**config.mk**
```make
export PLATFORM = sky130hd
export DESIGN_NAME = pipe_wb_reg
export DESIGN_NICKNAME = d
export VERILOG_FILES = /design/src/rtl/pipe_pkg.sv /design/src/rtl/pipe_wb_slot.sv /design/src/rtl/pipe_wb_reg.sv
export SDC_FILE = /design/constraint.sdc
export NUM_CORES = 1
export LEC_CHECK = 0
export CORE_ASPECT_RATIO = 0.8
export CORE_MARGIN = 1.5
export CORE_UTILIZATION = 44
export DETAILED_ROUTE_END_ITERATION = 10
export GPL_TIMING_DRIVEN = 0
export PLACE_DENSITY = 0.86
export SLEW_MARGIN = 20
export SYNTH_ARGS = -nofsm -noshare
export SYNTH_HDL_FRONTEND = slang
export SYNTH_HIERARCHICAL = 1
export SYNTH_SLANG_ARGS = --single-unit
export TNS_END_PERCENT = 1
```
**constraint.sdc**
```tcl
create_clock -name clock -period 3.3 [get_ports clock]
set_input_delay 0.33 -clock clock [delete_from_list [all_inputs] [get_ports clock]]
set_output_delay 0.33 -clock clock [all_outputs]
set_load 0.02 [all_outputs]
```
**src/rtl/pipe_pkg.sv**
```systemverilog
// Shared encodings, field widths and bubble-entry values for the write-back stage.
package pipe_pkg;

   localparam int unsigned STAT_W  = 4;
   localparam int unsigned ICODE_W = 4;
   localparam int unsigned REG_W   = 4;
   localparam int unsigned PERF_W  = 32;

   localparam logic [STAT_W-1:0]  AOK   = STAT_W'(4'h1);
   localparam logic [ICODE_W-1:0] NOP   = ICODE_W'(4'h1);
   localparam logic [REG_W-1:0]   RNONE = REG_W'(4'hF);

   // Control fields carried alongside the data words in every slot
   typedef struct packed {
      logic [STAT_W-1:0]  stat;
      logic [ICODE_W-1:0] icode;
      logic [REG_W-1:0]   dst_e;
      logic [REG_W-1:0]   dst_m;
   } wb_ctrl_t;

   // Bubble entry control fields; data words of a bubble are all zero
   localparam wb_ctrl_t BUBBLE_CTRL = '{stat: AOK, icode: NOP, dst_e: RNONE, dst_m: RNONE};

   // An entry counts as a retired instruction when it is real work with a clean status
   function automatic logic is_retire(input wb_ctrl_t c);
      return (c.icode != NOP) && (c.stat == AOK);
   endfunction

endpackage

```
**src/rtl/pipe_wb_slot.sv**
```systemverilog
// One write-back pipeline register slot: reset/bubble to the bubble entry, load, or hold.
module pipe_wb_slot
   import pipe_pkg::*;
#(
   parameter int unsigned WORD_W = 64
) (
   input  logic              clock,
   input  logic              reset,
   input  logic              load_en,
   input  logic              bubble_sel,
   input  logic [WORD_W-1:0] nxt_val_e,
   input  logic [WORD_W-1:0] nxt_val_m,
   input  wb_ctrl_t          nxt_ctrl,
   output logic [WORD_W-1:0] cur_val_e,
   output logic [WORD_W-1:0] cur_val_m,
   output wb_ctrl_t          cur_ctrl
);

   // Slot register: reset and bubble both install the bubble entry; no load means hold
   always_ff @(posedge clock) begin
      if (reset) begin
         cur_val_e <= '0;
         cur_val_m <= '0;
         cur_ctrl  <= BUBBLE_CTRL;
      end else if (load_en) begin
         if (bubble_sel) begin
            cur_val_e <= '0;
            cur_val_m <= '0;
            cur_ctrl  <= BUBBLE_CTRL;
         end else begin
            cur_val_e <= nxt_val_e;
            cur_val_m <= nxt_val_m;
            cur_ctrl  <= nxt_ctrl;
         end
      end
   end

endmodule

```
**src/rtl/pipe_wb_reg.sv**
```systemverilog
// Write-back pipeline register: STAGES cascaded slots with stall, bubble and halt freeze.
// Optional performance counters are built when PIPE_WB_PERF_EN is defined.
module pipe_wb_reg
   import pipe_pkg::*;
#(
   parameter int unsigned WORD_W = 64,
   parameter int unsigned STAGES = 1
) (
   input  logic               clock,
   input  logic               reset,
   input  logic               W_stall,
   input  logic               W_bubble,
   input  logic [WORD_W-1:0]  m_valE,
   input  logic [WORD_W-1:0]  m_valM,
   input  logic [STAT_W-1:0]  m_stat,
   input  logic [ICODE_W-1:0] m_icode,
   input  logic [REG_W-1:0]   m_dstE,
   input  logic [REG_W-1:0]   m_dstM,
   output logic [WORD_W-1:0]  W_valE,
   output logic [WORD_W-1:0]  W_valM,
   output logic [STAT_W-1:0]  W_stat,
   output logic [ICODE_W-1:0] W_icode,
   output logic [REG_W-1:0]   W_dstE,
   output logic [REG_W-1:0]   W_dstM,
   output logic               W_halted
`ifdef PIPE_WB_PERF_EN
   ,
   output logic [PERF_W-1:0]  perf_instr,
   output logic [PERF_W-1:0]  perf_bubble
`endif
);

   logic [WORD_W-1:0] cur_val_e [STAGES];
   logic [WORD_W-1:0] cur_val_m [STAGES];
   wb_ctrl_t          cur_ctrl  [STAGES];
   wb_ctrl_t          m_ctrl;
   wb_ctrl_t          last_nxt_ctrl_c;
   logic              load_en_c;

   assign m_ctrl    = '{stat: m_stat, icode: m_icode, dst_e: m_dstE, dst_m: m_dstM};
   assign load_en_c = !W_halted && !W_stall;

   // Slot chain: slot 0 takes the memory stage (or a bubble), later slots shift
   for (genvar k = 0; k < int'(STAGES); k++) begin : g_slot
      if (k == 0) begin : g_head
         pipe_wb_slot #(.WORD_W(WORD_W)) u_slot (
            .clock      (clock),
            .reset      (reset),
            .load_en    (load_en_c),
            .bubble_sel (W_bubble),
            .nxt_val_e  (m_valE),
            .nxt_val_m  (m_valM),
            .nxt_ctrl   (m_ctrl),
            .cur_val_e  (cur_val_e[k]),
            .cur_val_m  (cur_val_m[k]),
            .cur_ctrl   (cur_ctrl[k])
         );
      end else begin : g_tail
         pipe_wb_slot #(.WORD_W(WORD_W)) u_slot (
            .clock      (clock),
            .reset      (reset),
            .load_en    (load_en_c),
            .bubble_sel (1'b0),
            .nxt_val_e  (cur_val_e[k-1]),
            .nxt_val_m  (cur_val_m[k-1]),
            .nxt_ctrl   (cur_ctrl[k-1]),
            .cur_val_e  (cur_val_e[k]),
            .cur_val_m  (cur_val_m[k]),
            .cur_ctrl   (cur_ctrl[k])
         );
      end
   end

   // Entry the final slot will take on a loading edge
   if (STAGES == 1) begin : g_last_single
      assign last_nxt_ctrl_c = W_bubble ? BUBBLE_CTRL : m_ctrl;
   end else begin : g_last_chain
      assign last_nxt_ctrl_c = cur_ctrl[STAGES-2];
   end

   assign W_valE  = cur_val_e[STAGES-1];
   assign W_valM  = cur_val_m[STAGES-1];
   assign W_stat  = cur_ctrl[STAGES-1].stat;
   assign W_icode = cur_ctrl[STAGES-1].icode;
   assign W_dstE  = cur_ctrl[STAGES-1].dst_e;
   assign W_dstM  = cur_ctrl[STAGES-1].dst_m;

   // Halt flag tracks the final slot's status; once set, load_en_c freezes it too
   always_ff @(posedge clock) begin
      if (reset) begin
         W_halted <= 1'b0;
      end else if (load_en_c) begin
         W_halted <= (last_nxt_ctrl_c.stat != AOK);
      end
   end

`ifdef PIPE_WB_PERF_EN
   // Retired-instruction and inserted-bubble counters, wrapping naturally
   always_ff @(posedge clock) begin
      if (reset) begin
         perf_instr  <= '0;
         perf_bubble <= '0;
      end else if (load_en_c) begin
         if (is_retire(last_nxt_ctrl_c)) begin
            perf_instr <= perf_instr + PERF_W'(1);
         end
         if (W_bubble) begin
            perf_bubble <= perf_bubble + PERF_W'(1);
         end
      end
   end
`endif

endmodule

```
==> flow_summary.json, run 1 <==
{
  "cts_made_buffers": 17,
  "drive_above_1_share": 0.0660,
  "multi_input_area_um2": 2700,
  "io_buffers": 292,
  "comb_power_share": 0.163,
  "fin_worst_skew_ns": 0.00757,
  "rsz0062_at_grt": "false",
  "core_um2": 13100,
  "dpl.hpwl_mm": 13.9,
  "cts_tree": "yes",
  "r2r_cells": 6,
  "worstSkewPairLatency_ns": 0.40,
  "syn_to_final_growth_pct": 63.4,
  "min_period_ns": 1.75,
  "worst_pin_slew_ns": 0.635,
  "ys_seq_elements": 145,
  "path_clk_slew_ns": 0.06,
  "ff_latch_area_um2": 2900,
  "start_kind": "register",
  "fp.dieH_um": 107,
  "grt.overflow.total": 0,
  "syn_area_per_cell_um2": 9.26,
  "finalMaxSlewViolations": 0,
  "min_path_type": "register to register",
  "firstDrtPassIters": 5,
  "clockPowerShare": 0.444,
  "switching_power_w": 0.00114,
  "root_buffer": "clkbuf_16",
  "power_density_nw_per_um2": 486,
  "synth_cells": 645,
  "worst_path_largest_cell_delay_ns": 0.68,
  "ys_seq_area_frac": 0.486,
  "boundaryPins": 293,
  "antenna_found_initial": 0,
  "intPower_w": 0.00360,
  "crit_chain": "clkdlybuf4s50_1",
  "vdd_drop_max_uv": 440,
  "cts-htree-levels": 4,
  "final-setup-viol-count": 0,
  "power_frac_seq": 0.393,
  "initial_core_util": 0.458,
  "critPathBufInv": 1,
  "path_depth": 1,
  "fp.dieW_um": 133,
  "cp.required_ns": 2.97,
  "gp_congestion": 0.822,
  "antenna_cells": 0,
  "clockBufferDepth": 2,
  "grt_first_pass_wirelength_mm": 28.9,
  "via_per_inst": 5.03,
  "critPathSlowestCell": "clkdlybuf4s50_1",
  "grt_max_degree": 17,
  "crit_path_max_fanout": 2,
  "clock_sinks": 145,
  "fmax_ghz": 0.570,
  "fin_ws_ns": 1.55,
  "drtIter0Drc": 333,
  "crit_family": "buffers and inverters",
  "arrival_ns": 1.42,
  "fp-row-count": 37,
  "final.period_utilization": 0.531,
  "synthesis.area_um2": 5970,
  "power_leakage_nw": 3.33,
  "min_path_cells": 2,
  "cts.repair.resized": 0,
  "postCtsSetupRepairBufs": 0,
  "cts.hold.buffers_added": 0,
  "tns_ns": 0,
  "vias": 5750,
  "wl_per_cell_um": 16.7,
  "fill_cells": 964,
  "synth_fp_nets": 793,
  "worstSetupPathType": "register to primary output",
  "place_ws_ns": 1.33,
  "grt_use_total": 0.257,
  "endpoint_kind": "primary output",
  "ant_nets": 0,
  "yosysUniqueCellTypes": 14,
  "grt_pass1_vias": 5683,
  "drc": 0,
  "swShare": 0.241,
  "whs_ns": 0.466,
  "finalNetCount": 1104,
  "fin_util": 0.748,
  "status": "finished clean",
  "ys_warn_count": 6,
  "finalHoldViolations": 0,
  "wirelength_mm": 19.1,
  "slew_headroom": 0.576,
  "die_area_um2": 14300,
  "maxCapViolations": 0
}
layout make-up:
class / instances / share of cell area
timing repair buffer: 292 / 0.299
tap: 175 / 0.0224
clock inverter: 13 / 0.0215
clock buffer: 19 / 0.0444
sequential: 145 / 0.297
buffer: 63 / 0.0381
multi-input combinational: 437 / 0.277
layout by cell type, fill, tap and decap left out:
cell,instances
nor2b_1,1
buf_4,13
o41ai_2,1
buf_1,2
clkbuf_1,31
dfxtp_1,145
clkbuf_16,17
clkinv_2,2
nor2_1,11
buf_6,10
nor4b_2,1
inv_6,1
a21oi_1,144
clkdlybuf4s50_1,292
nand2b_1,135
bufinv_16,5
nand3b_1,134
buf_2,9
clkinvlp_4,2
nor3_1,10
clkinv_4,3
metal layers:
metal  up-vias  track usage  wire length (um)
li1       2819            -                 -
met1      2691        0.287              7580
met2       214        0.450              9370
met3        26       0.0969              1720
met4         0       0.0939               422
met5         -            0                 0
power groups by stage:
stage / clock, W / sequential [W] / combinational [W]
floorplan: 0 / 0.00199 / 0.000272
global route: 0.00223 / 0.00187 / 0.000822
detailed placement: 0 / 0.00190 / 0.000770
finish: 0.00210 / 0.00186 / 0.000774
global placement: 0 / 0.00190 / 0.000765
CTS: 0.00214 / 0.00186 / 0.000776
registers in the layout (all words and copies together), names as in the netlist:
signal,flops
g_slot.g_head.u_slot/cur_val_e,64
g_slot.g_head.u_slot/cur_ctrl,16
W_halted,1
g_slot.g_head.u_slot/cur_val_m,64
worst register-to-register path, cell delays in order, from the launching register on:
cell and delay [ns]:
dfxtp_1 0.32, nor2_1 0.13, buf_6 0.16, buf_6 0.15
clkbuf_1 0.31, nand2b_1 0.17, a21oi_1 0.06
kinds of logic after synthesis:
group,count (synthesis),synth area share
and+or+nand+nor,292,0.329
DFF,145,0.486
AOI/OAI and AO/OA,145,0.123
buffers and inverters,63,0.0622
cells in the mapped netlist:
cell        n  share of area
nor2b_1     1         0.0010
clkbuf_1   29          0.018
buf_4      13          0.016
nor2_1     11         0.0069
a21oi_1   144           0.12
buf_2       9         0.0075
o41ai_2     1         0.0027
nor4b_2     1         0.0025
buf_6      10          0.019
nand3b_1  134           0.17
dfxtp_1   145           0.49
nand2b_1  135           0.14
nor3_1     10         0.0084
buf_1       2         0.0013
metrics by stage:
| stage | area (um2) | std cells | power (W) |
|---|---|---|---|
| floorplan | 5970 | 645 | 0.00226 |
| global placement | 9120 | 1112 | 0.00266 |
| detailed placement | 9120 | 1112 | 0.00267 |
| CTS | 9760 | 1144 | 0.00478 |
| global route | 9760 | 1144 | 0.00492 |
| finish | 9760 | 1144 | 0.00474 |
path summary, 6_finish.rpt:
path	from	endpoint	slack (ns)
setup / recovery	g_slot[0].g_head.u_slot/cur_ctrl[14]	W_stat[2]	1.55
hold / removal	g_slot[0].g_head.u_slot/cur_val_m[16]	g_slot[0].g_head.u_slot/cur_val_m[16]	0.47
setup reg to reg	W_halted	g_slot[0].g_head.u_slot/cur_val_e[44]	1.87
hold reg to reg	g_slot[0].g_head.u_slot/cur_val_m[16]	g_slot[0].g_head.u_slot/cur_val_m[16]	0.47
Power figures use the tool's default switching activity.
==> inputs of run 2 (changes only) <==
--- a/config.mk
+++ b/config.mk
@@ -7,10 +7,10 @@
 export LEC_CHECK = 0
 export CORE_ASPECT_RATIO = 0.8
 export CORE_MARGIN = 1.5
-export CORE_UTILIZATION = 44
+export CORE_UTILIZATION = 41
 export DETAILED_ROUTE_END_ITERATION = 10
 export GPL_TIMING_DRIVEN = 0
-export PLACE_DENSITY = 0.86
+export PLACE_DENSITY = 0.81
 export SLEW_MARGIN = 20
 export SYNTH_ARGS = -nofsm -noshare
 export SYNTH_HDL_FRONTEND = slang
==> constraint.sdc (replaced) <==
create_clock -name clock -period 1.7 [get_ports clock]
set_input_delay 0.17 -clock clock [delete_from_list [all_inputs] [get_ports clock]]
set_output_delay 0.17 -clock clock [all_outputs]
set_load 0.02 [all_outputs]
==> run 2 against run 1 <==
Sequential share of layout area is 0.20 points lower. Clock skew down 0.0022 ns. Worst setup slack got worse by 1.5 ns. First-iteration DRC count down 22%. Non-clock buffer count is the same. Critical path depth is the same. Clock-buffer cell count shrank 1. Register-to-register slack worse by 1.6 ns.
==> flow_summary.json, run 2 (synthesis gave the netlist of run 1 again) <==
{
  "finalHoldViolations": 0,
  "root_buffer": "clkbuf_16",
  "arrival_ns": 1.44,
  "via_per_inst": 4.95,
  "layout_commonest_cell": "clkdlybuf4s50_1",
  "final-setup-viol-count": 0,
  "firstDrtPassIters": 4,
  "wirelength_mm": 19.2,
  "clockPowerShare": 0.464,
  "place_ws_ns": -0.109,
  "min_path_cells": 3,
  "whs_ns": 0.326,
  "maxCapViolations": 0,
  "power_density_nw_per_um2": 970,
  "layout_common_cells": "clkdlybuf4s50_1, dfxtp_1, a21oi_1, nand2b_1, nand3b_1",
  "fin_ws_ns": 0.0889,
  "initial_core_util": 0.419,
  "finalNetCount": 1104,
  "intPower_w": 0.00731,
  "grt_use_total": 0.250,
  "critPathBufInv": 1,
  "cts.repair.resized": 0,
  "switching_power_w": 0.00222,
  "cts_made_buffers": 17,
  "grt_first_pass_wirelength_mm": 29.4,
  "path_clk_slew_ns": 0.06,
  "power_frac_seq": 0.379,
  "worst_path_largest_cell_delay_ns": 0.67,
  "reg2reg_slack_ns": 0.23,
  "power_leakage_nw": 3.36,
  "vdd_drop_max_uv": 856,
  "cts_tree": "yes",
  "cp.required_ns": 1.53,
  "min_path_type": "input pin to register",
  "timing.rr.start": "W_halted",
  "slew_headroom": 0.623,
  "critPathSlowestCell": "clkdlybuf4s50_1",
  "drc": 0,
  "ant_nets": 0,
  "die_area_um2": 15300,
  "io_buffers": 292,
  "fp-row-count": 39,
  "status": "finished clean",
  "r2r_cells": 6,
  "swShare": 0.233,
  "vias": 5712,
  "crit_chain": "clkdlybuf4s50_1",
  "cts-htree-levels": 4,
  "gp_congestion": 0.801,
  "final.period_utilization": 0.948,
  "syn_to_final_growth_pct": 64.5,
  "grt_max_degree": 17,
  "r2r-end": "g_slot[0].g_head.u_slot/cur_val_e[41]",
  "core_um2": 14200,
  "start_kind": "register",
  "wl_per_cell_um": 16.7,
  "clock_sinks": 145,
  "rsz0062_at_grt": "false",
  "worstSetupPathType": "register to primary output",
  "fin_worst_skew_ns": 0.00533,
  "worstHoldStart": "m_valE[54]",
  "worstSkewPairLatency_ns": 0.42,
  "fmax_ghz": 0.621,
  "antenna_found_initial": 0,
  "fp.dieH_um": 111,
  "finalMaxSlewViolations": 0,
  "postCtsSetupRepairBufs": 0,
  "crit_family": "buffers and inverters",
  "endpoint_kind": "primary output",
  "boundaryPins": 293,
  "drtIter0Drc": 259,
  "grt.overflow.total": 0,
  "fill_cells": 1172,
  "min_period_ns": 1.61,
  "dpl.hpwl_mm": 14.0,
  "fp.dieW_um": 138,
  "clockBufferDepth": 2,
  "worst_pin_slew_ns": 0.564,
  "crit_path_max_fanout": 3,
  "antenna_cells": 0,
  "cts.hold.buffers_added": 0,
  "holdPathEnd": "g_slot[0].g_head.u_slot/cur_val_e[54]",
  "comb_power_share": 0.157,
  "grt_pass1_vias": 5701,
  "drive_above_1_share": 0.0681,
  "reg_top3": "g_slot.g_head.u_slot/cur_val_e: 64 flops, g_slot.g_head.u_slot/cur_val_m: 64 flops, g_slot.g_head.u_slot/cur_ctrl: 16 flops"
}
[run 2: how the worst max path moves through the flow]
stage                        start                                    end  slack, ns  cells past startpoint
final                     W_halted                               W_halted       0.09                      1
after global placement    W_bubble   g_slot[0].g_head.u_slot/cur_ctrl[15]      -0.11                      4
after floorplan           W_halted   g_slot[0].g_head.u_slot/cur_ctrl[12]       0.43                      6
after CTS                 W_halted                               W_halted       0.06                      1
after global routing      W_halted                               W_halted       0.03                      1
after detailed placement     reset  g_slot[0].g_head.u_slot/cur_val_e[55]      -0.11                      5
[run 2: routing by layer]
| layer | vias to the layer above | track usage | wire, um |
|---|---|---|---|
| li1 | 2822 | - | - |
| met1 | 2653 | 0.272 | 7440 |
| met2 | 207 | 0.419 | 9170 |
| met3 | 30 | 0.116 | 2210 |
| met4 | 0 | 0.0979 | 405 |
| met5 | - | 0 | 0 |
[run 2: power by group through the flow]
stage | Combinational (W) | Sequential, W | Clock (W)
3_5_place_dp | 0.00149 | 0.00369 | 0
3_3_place_gp | 0.00149 | 0.00368 | 0
5_1_grt | 0.00161 | 0.00363 | 0.00464
2_1_floorplan | 0.000528 | 0.00386 | 0
4_1_cts | 0.00151 | 0.00362 | 0.00447
6_report | 0.00150 | 0.00362 | 0.00442
[run 2: area by class of cell]
cell class | instances | area, um2 | share of cell area
buffer | 63 | 372 | 0.0378
tap | 184 | 230 | 0.0234
timing repair buffer | 292 | 2920 | 0.297
clock buffer | 18 | 439 | 0.0447
clock inverter | 14 | 259 | 0.0264
multi-input combinational | 437 | 2700 | 0.275
sequential | 145 | 2900 | 0.295
[run 2: stage by stage]
stage | util | power [W] | instance area, um2 | TNS [ns] | cells
final | 0.690 | 0.00953 | 9830 | 0 | 1153
after global placement | 0.641 | 0.00517 | 9130 | -5.95 | 1121
after floorplan | - | 0.00439 | 5970 | 0 | 645
after CTS | 0.690 | 0.00960 | 9830 | 0 | 1153
after global routing | 0.690 | 0.00988 | 9830 | 0 | 1153
after detailed placement | 0.641 | 0.00518 | 9130 | -7.52 | 1121
==> inputs of run 3 (changes only) <==
--- a/config.mk
+++ b/config.mk
@@ -10,7 +10,9 @@
 export CORE_UTILIZATION = 41
 export DETAILED_ROUTE_END_ITERATION = 10
 export GPL_TIMING_DRIVEN = 0
+export HOLD_SLACK_MARGIN = 0.12
 export PLACE_DENSITY = 0.81
+export SKIP_LAST_GASP = 1
 export SLEW_MARGIN = 20
 export SYNTH_ARGS = -nofsm -noshare
 export SYNTH_HDL_FRONTEND = slang
==> constraint.sdc (replaced) <==
create_clock -name clock -period 1.7 [get_ports clock]
set_input_delay 0.17 -clock clock [delete_from_list [all_inputs] [get_ports clock]]
set_output_delay 0.17 -clock clock [all_outputs]
set_load 0.05 [all_outputs]
==> run 3 against run 2 <==
Hold slack got worse by 0.00098 ns. Total power increased by 3.3%. Largest cell class unchanged. Final cell count unchanged. Wire length increased by 0.31%. Maximum frequency decreased by 10%. Largest power group unchanged. The run now ends with setup timing left. Global-route usage unchanged. Clock skew about the same.
==> flow_summary.json, run 3 (synthesis gave the netlist of run 1 again) <==
{
  "grt_pass1_vias": 5701,
  "drc": 0,
  "wl_per_cell_um": 16.7,
  "fp.dieH_um": 111,
  "fin_worst_skew_ns": 0.00496,
  "grt.overflow.total": 0,
  "cp.required_ns": 1.53,
  "crit_path_max_fanout": 2,
  "drtIter0Drc": 254,
  "final.period_utilization": 1.06,
  "wirelength_mm": 19.3,
  "grt_max_degree": 17,
  "ant_nets": 0,
  "cts_made_buffers": 17,
  "fin_ws_ns": -0.100,
  "via_per_inst": 4.94,
  "gp_congestion": 0.801,
  "min_path_type": "input pin to register",
  "violations": "setup timing",
  "firstDrtPassIters": 4,
  "clockBufferDepth": 2,
  "crit_family": "buffers and inverters",
  "power_density_nw_per_um2": 1000,
  "endpoint_kind": "primary output",
  "worstSkewPairLatency_ns": 0.42,
  "fp.dieW_um": 138,
  "maxCapViolations": 0,
  "die_area_um2": 15300,
  "grt_use_total": 0.250,
  "tns_ns": -5.33,
  "boundaryPins": 293,
  "layout_commonest_cell": "clkdlybuf4s50_1",
  "whs_ns": 0.325,
  "fp-row-count": 39,
  "rsz0062_at_grt": "true",
  "critPathBufInv": 1,
  "slew_headroom": 0.591,
  "drive_above_1_share": 0.0681,
  "min_period_ns": 1.80,
  "antenna_cells": 0,
  "dpl.hpwl_mm": 14.0,
  "initial_core_util": 0.419,
  "arrival_ns": 1.63,
  "antenna_found_initial": 0,
  "vias": 5693,
  "reg_top3": "g_slot.g_head.u_slot/cur_val_e: 64 flops, g_slot.g_head.u_slot/cur_val_m: 64 flops, g_slot.g_head.u_slot/cur_ctrl: 16 flops",
  "fin_cells": 1153,
  "core_um2": 14200,
  "critPathSlowestCell": "clkdlybuf4s50_1",
  "path_clk_slew_ns": 0.06,
  "syn_to_final_growth_pct": 64.5,
  "crit_chain": "clkdlybuf4s50_1",
  "p_total_w": 0.00985,
  "worstSetupPathType": "register to primary output",
  "io_buffers": 292,
  "finalMaxSlewViolations": 0,
  "clock_sinks": 145,
  "worst_pin_slew_ns": 0.611,
  "dpl.cell_count": 1121,
  "start_kind": "register",
  "fmax_ghz": 0.556,
  "final-setup-viol-count": 143,
  "fin_util": 0.690,
  "status": "complete, but fails checks",
  "layout_common_cells": "clkdlybuf4s50_1, dfxtp_1, a21oi_1, nand2b_1, nand3b_1",
  "vdd_drop_max_uv": 875,
  "cts_tree": "yes",
  "power_leakage_nw": 3.38,
  "root_buffer": "clkbuf_16",
  "worst_path_largest_cell_delay_ns": 0.88,
  "finalHoldViolations": 0,
  "cts-htree-levels": 4,
  "finalNetCount": 1104,
  "grt_first_pass_wirelength_mm": 29.4
}
-- run 3: cell count changes in the layout (fill, tap and decap cells not counted) --
cell	delta
clkdlybuf4s50_1	-2
dlygate4sd2_1	+1
dlymetal6s2s_1	+1
-- run 3: metal layers --
layer / global-route usage / routed length [um] / vias up
li1: - / - / 2820
met1: 0.272 / 7520 / 2638
met2: 0.419 / 9170 / 205
met3: 0.116 / 2190 / 30
met4: 0.0979 / 404 / 0
met5: 0 / 0 / -
-- run 3: report_power, final --
part	switching [W]	internal [W]	total (W)
Combinational	0.000990	0.000822	0.00181
Clock	0.00148	0.00294	0.00442
Sequential	0.0000738	0.00354	0.00362
-- run 3: per-stage QoR --
stage	worst slack, ns	area (um2)
after floorplan	0.195	5970
after global placement	-0.115	9130
after detailed placement	-0.109	9130
after CTS	-0.135	9820
after global routing	-0.147	9830
final	-0.100	9830
-- run 3: final cells by class --
type,instances,area (um2)
buffer,63,372
tap,184,230
fill,1174,4420
clock inverter,14,259
clock buffer,18,439
multi-input combinational,437,2700
sequential,145,2900
timing repair buffer,292,2920
-- run 3: final timing paths --
check,slack [ns],startpoint,end,cells after the start
max reg2reg,0.23,W_halted,g_slot[0].g_head.u_slot/cur_val_e[41],6
min,0.32,m_valE[54],g_slot[0].g_head.u_slot/cur_val_e[54],3
min reg2reg,0.46,g_slot[0].g_head.u_slot/cur_val_e[62],g_slot[0].g_head.u_slot/cur_val_e[62],2
max,-0.10,g_slot[0].g_head.u_slot/cur_ctrl[1],W_dstM[1],1
-- run 3: timing repair --
| action | in CTS | in global routing |
|---|---|---|
| gates cloned | 0 | 0 |
| hold buffers | 0 | 0 |
| gates resized for setup | 1 | 1 |
| endpoints found under the setup margin | 145 | 144 |
| pin swaps | 0 | 0 |
| buffers inserted | 0 | 0 |
==> RTL edit 1: new RTL, flow settings as in run 2 <==
Build with the macro `PIPE_WB_PERF_EN` defined.
--- a/src/rtl/pipe_wb_reg.sv
+++ b/src/rtl/pipe_wb_reg.sv
@@ -1,5 +1,7 @@
 // Write-back pipeline register: STAGES cascaded slots with stall, bubble and halt freeze.
 // Optional performance counters are built when PIPE_WB_PERF_EN is defined.
+`define PIPE_WB_PERF_EN
+
 module pipe_wb_reg
    import pipe_pkg::*;
 #(
Formal check against the unedited RTL (old outputs only; new: perf_bubble and perf_instr): equivalent (Yosys induction, for registers that start in step).
==> RTL edit 1 against run 2 <==
The run now ends with setup timing left. Maximum frequency is 21% lower. Final cell count is 44% higher. Sequential share of layout area is 1.0 points higher. Power is 28% higher. Sequential cell count is 64 higher. Clock skew is 0.0024 ns higher. Register-to-register slack worse by 0.58 ns. Cell area is 41% higher. Wire length is 52% higher. Setup slack worse by 0.44 ns. Via count is 51% higher. Synthesized area is 49% higher. Count of clock-buffer cells in the layout is 13 higher. Critical endpoint is now perf_instr[25]$_SDFFE_PP0P_. Largest power group unchanged.
==> RTL edit 1: results (changes against run 2) <==
sequential area share after synthesis=0.471 (-0.0145); status=finished with violations; DRT iter0 DRCs=436 (+68%); violated checks=setup timing; dominant cells by area after synthesis=dfxtp_1, nand3b_1, nand2b_1; Worst Path Arrival=2.48 ns (+1.04 ns); top flop regs=g_slot.g_head.u_slot/cur_val_e (64), g_slot.g_head.u_slot/cur_val_m (64); routability cong.=0.850 (+6.1%); Hold Path Class=primary input to flip-flop; post-synth cell types=39 (+25); first-pass GRT wire length=43.8 mm (+49%); most frequent cell after synthesis=dfxtp_1; Clock Latency Late Sink=0.50 ns (+0.08 ns); largest net degree at the start of global routing=16 (-1); pre-CTS setup slack=-1.36 ns (-1.25 ns); Max Clock Skew=0.00771 ns (+0.00237 ns); H-tree depth=1 (-3); peak supply drop=631 µV (-26%); I/O Buffers=355 (+22%); CTS Buf Count=22 (+5); Nets=1523 (+38%); Leak=4.87 nW (+45%); fill count=1659 (+42%); Final WS setup=-0.347 ns (-0.436 ns); worst-margin pin slew=0.642 ns (+0.0781 ns); FFs w/ async S/R, synth=0 (unchanged); ANT cells=0 (unchanged); Synth top cells by count=dfxtp_1, a21oi_1, nand2b_1; crit-path max FO=6 (+3); DP Cell Count=1615 (+44%); CTS root buffer=clkbuf_16; CTS Buffer Depth=3 (+1); TritonRoute pass-1 iters=6 (+2); initial antenna violation count=0 (unchanged); Post-Syn Nets=1141 (+44%); total track usage=0.243 (-0.00709); final cell count without fillers=1658 (+44%); vias=8617 (+51%); Setup-failing EPs final=25 (+25); final wirelength=29.3 mm (+52%); vias in the first global route=8277 (+45%); YS warnings=6 (unchanged); CTS clk-pin slew, worst paths=0.06 ns (about the same); share of layout cells above drive strength 1=0.105 (+0.0370); Detail Placement HPWL=21.2 mm (+51%); Syn Area/Cell=8.96 µm² (-3.3%)
## RTL edit 1: worst paths after layout
kind,from,endpoint,slack [ns],cells past startpoint
min,reset,perf_instr[27]$_SDFFE_PP0P_,0.14,2
max reg2reg,perf_instr[10]$_SDFFE_PP0P_,perf_instr[25]$_SDFFE_PP0P_,-0.35,5
min reg2reg,g_slot[0].g_head.u_slot/cur_ctrl[9]$_SDFFE_PP0P_,g_slot[0].g_head.u_slot/cur_ctrl[9]$_SDFFE_PP0P_,0.47,2
max,perf_instr[10]$_SDFFE_PP0P_,perf_instr[25]$_SDFFE_PP0P_,-0.35,5
## RTL edit 1: per-stage QoR
step	total power (W)	cell area [µm²]	TNS (ns)	utilization
6_report	0.0122	13900	-4.00	0.663
2_1_floorplan	0.00595	8950	-7.28	-
3_5_place_dp	0.00680	12800	-94.21	0.613
5_1_grt	0.0125	13900	-6.94	0.663
4_1_cts	0.0123	13800	-4.67	0.659
3_3_place_gp	0.00678	12800	-90.12	0.613
## RTL edit 1: logic make-up after synthesis
logic type / count (synthesis) / share of synthesized area
compound gates: 167 / 0.0944
flops: 209 / 0.471
xor+xnor: 51 / 0.0503
fa+ha+maj: 2 / 0.00282
mux: 1 / 0.00113
buf+inv: 88 / 0.0531
simple gates: 473 / 0.327
## RTL edit 1: final cells by class
type	instances	area, µm²	area share
Inverter	11	41.3	0.00297
Multi-Input combinational cell	694	4420	0.319
Clock buffer	31	656	0.0472
Clock inverter	9	171	0.0124
Tap cell	269	337	0.0242
Buffer	76	475	0.0343
Sequential cell	209	4240	0.306
Timing Repair Buffer	359	3530	0.254
## RTL edit 1: worst max-delay path, cell delays in order (launching register included)
cell,delay [ns]
dfxtp_4,0.37
nand4_1,0.13
or4_4,0.53
or4_4,0.46
or3_1,0.34
a21oi_2,0.14
## RTL edit 1: timing repair
action / 4_1_cts / 5_1_grt
endpoints found under the setup margin: 149 / 114
setup buffers: 4 / 0
resized for setup: 90 / 28
pin swaps: 7 / 5
hold endpoints to repair: 0 / 0
## RTL edit 1: report_power, final
group	internal [W]	total [W]	leakage (nW)	switching [W]
logic	0.000839	0.00158	2.74	0.000740
registers	0.00503	0.00511	1.71	0.0000854
clock network	0.00345	0.00547	0.410	0.00202
## RTL edit 1: metal layers
layer  vias up  track usage  wire length (µm)
met1      4022        0.280             11800
met2       363        0.427             13900
met3        78       0.0695              2350
met4         0       0.0991              1280
li1       4154            -                 -
met5         -            0                 0
==> RTL edit 2: new RTL, settings of run 2 <==
Without the edit above. Change the package constant `REG_W` from 4 to 6.
--- a/src/rtl/pipe_pkg.sv
+++ b/src/rtl/pipe_pkg.sv
@@ -3,7 +3,7 @@
 
    localparam int unsigned STAT_W  = 4;
    localparam int unsigned ICODE_W = 4;
-   localparam int unsigned REG_W   = 4;
+   localparam int unsigned REG_W   = 6;
    localparam int unsigned PERF_W  = 32;
 
    localparam logic [STAT_W-1:0]  AOK   = STAT_W'(4'h1);
Interface: changed (resized W_dstE, W_dstM, m_dstE and m_dstM); port bits go from 293 to 301. The function was not compared with the original's and may differ.
==> RTL edit 2 against run 2 <==
Wire length is 2.3% higher. Synthesized cell count up 2.9%. Setup slack gained 0.0028 ns. Die area is 6.3% higher. Synthesized area up 6.4%. Cell area is 4.0% higher. Clock skew grew 0.0017 ns. Sequential cell count increased by 4. Power fell by 4.4%. Global-route usage is 1.2 points lower. Critical endpoint is now W_valE[52]. Largest cell class unchanged. Largest power group unchanged. Highest routed layer unchanged.
==> RTL edit 2: results (changes against run 2) <==
first-pass GRT wire length=30.2 mm (+2.4%); vias in the first global route=5786 (+1.5%); via-per-instance ratio=4.91 (-0.83%); post-synth cell types=15 (+1); top flop regs=g_slot.g_head.u_slot/cur_val_e (64), g_slot.g_head.u_slot/cur_val_m (64), g_slot.g_head.u_slot/cur_ctrl (20); CTS root buffer=clkbuf_16; Nets=1135 (+2.8%); Leak=3.53 nW (+5.2%); Synth top cells by count=dfxtp_1, a21oi_1, nand3b_1; status=finished, final reports clean; dominant cells by area after synthesis=dfxtp_1, nand3b_1, nand2b_1; Worst Setup SP=g_slot[0].g_head.u_slot/cur_val_e[52]$_SDFFE_PP0P_; Avg WL per Cell=16.3 µm (-2.2%); DRT iter0 DRCs=276 (+6.6%); total track usage=0.238 (-0.0124); Detail Placement HPWL=14.1 mm (+0.37%); worst hold path startpoint=m_valE[12]; startpoint type of the worst setup path=flip-flop; CP max stage delay=0.65 ns (-0.02 ns); Slew Limit Headroom=0.691 (+0.0680); R2R Setup Slk=0.38 ns (+0.15 ns); FFs w/ async S/R, synth=0 (unchanged); share of layout cells above drive strength 1=0.101 (+0.0333); Max Clock Skew=0.00700 ns (+0.00167 ns); sequential area share after synthesis=0.469 (-0.0167); Post-Syn Nets=816 (+2.9%); fill count=1226 (+4.6%); peak supply drop=661 µV (-23%); routability cong.=0.772 (-3.6%); ANT cells=0 (unchanged); crit-path max FO=2 (-1); I/O Buffers=300 (+2.7%)
[RTL edit 2: changes by cell type after synthesis, sizes merged]
cell and change:
nand3b +4, buf +21, dfxtp +4, nand2b +4
a21oi +4, clkbuf -18
[RTL edit 2: cells by family after synthesis]
logic type             count (synthesis)  synth area share
and+or+nand+nor                      300             0.333
buffers and inverters                 66            0.0789
AOI/OAI and AO/OA                    149             0.119
DFF                                  149             0.469
[RTL edit 2: per-stage QoR]
step	setup WS, ns	instance area [µm²]	utilization	hold slack [ns]	total power [W]
2_1_floorplan	0.437	6360	-	0.270	0.00459
3_3_place_gp	-0.0804	9620	0.639	0.453	0.00539
3_5_place_dp	-0.0562	9620	0.639	0.457	0.00540
4_1_cts	0.0699	10200	0.678	0.312	0.00917
5_1_grt	0.0310	10200	0.678	0.318	0.00943
6_report	0.0917	10200	0.678	0.320	0.00911
[RTL edit 2: final cells by class]
type	instances	area, µm²	share of cell area
multi-input cells	449	2870	0.281
flip-flops and latches	149	2980	0.292
repair buffers	300	3000	0.294
well taps	210	263	0.0257
plain buffers	66	502	0.0491
clock buffers	21	470	0.0460
clock inverters	11	124	0.0121
[RTL edit 2: path summary, 6_finish.rpt]
check,endpoint,cells after the start
setup reg to reg,g_slot[0].g_head.u_slot/cur_val_e[26]$_SDFFE_PP0P_,6
hold / removal,g_slot[0].g_head.u_slot/cur_val_e[12]$_SDFFE_PP0P_,3
setup / recovery,W_valE[52],1
hold reg to reg,g_slot[0].g_head.u_slot/cur_val_m[49]$_SDFFE_PP0P_,2
[RTL edit 2: metal layers]
metal / track usage / part of all wire
met4: 0.0777 / 0.017
met5: 0 / 0
met1: 0.281 / 0.42
met2: 0.390 / 0.46
met3: 0.102 / 0.10
[RTL edit 2: power breakdown]
part / internal [W] / switching [W] / total [W]
sequential: 0.00364 / 0.0000819 / 0.00372
combinational: 0.000910 / 0.000698 / 0.00161
clock: 0.00228 / 0.00150 / 0.00378
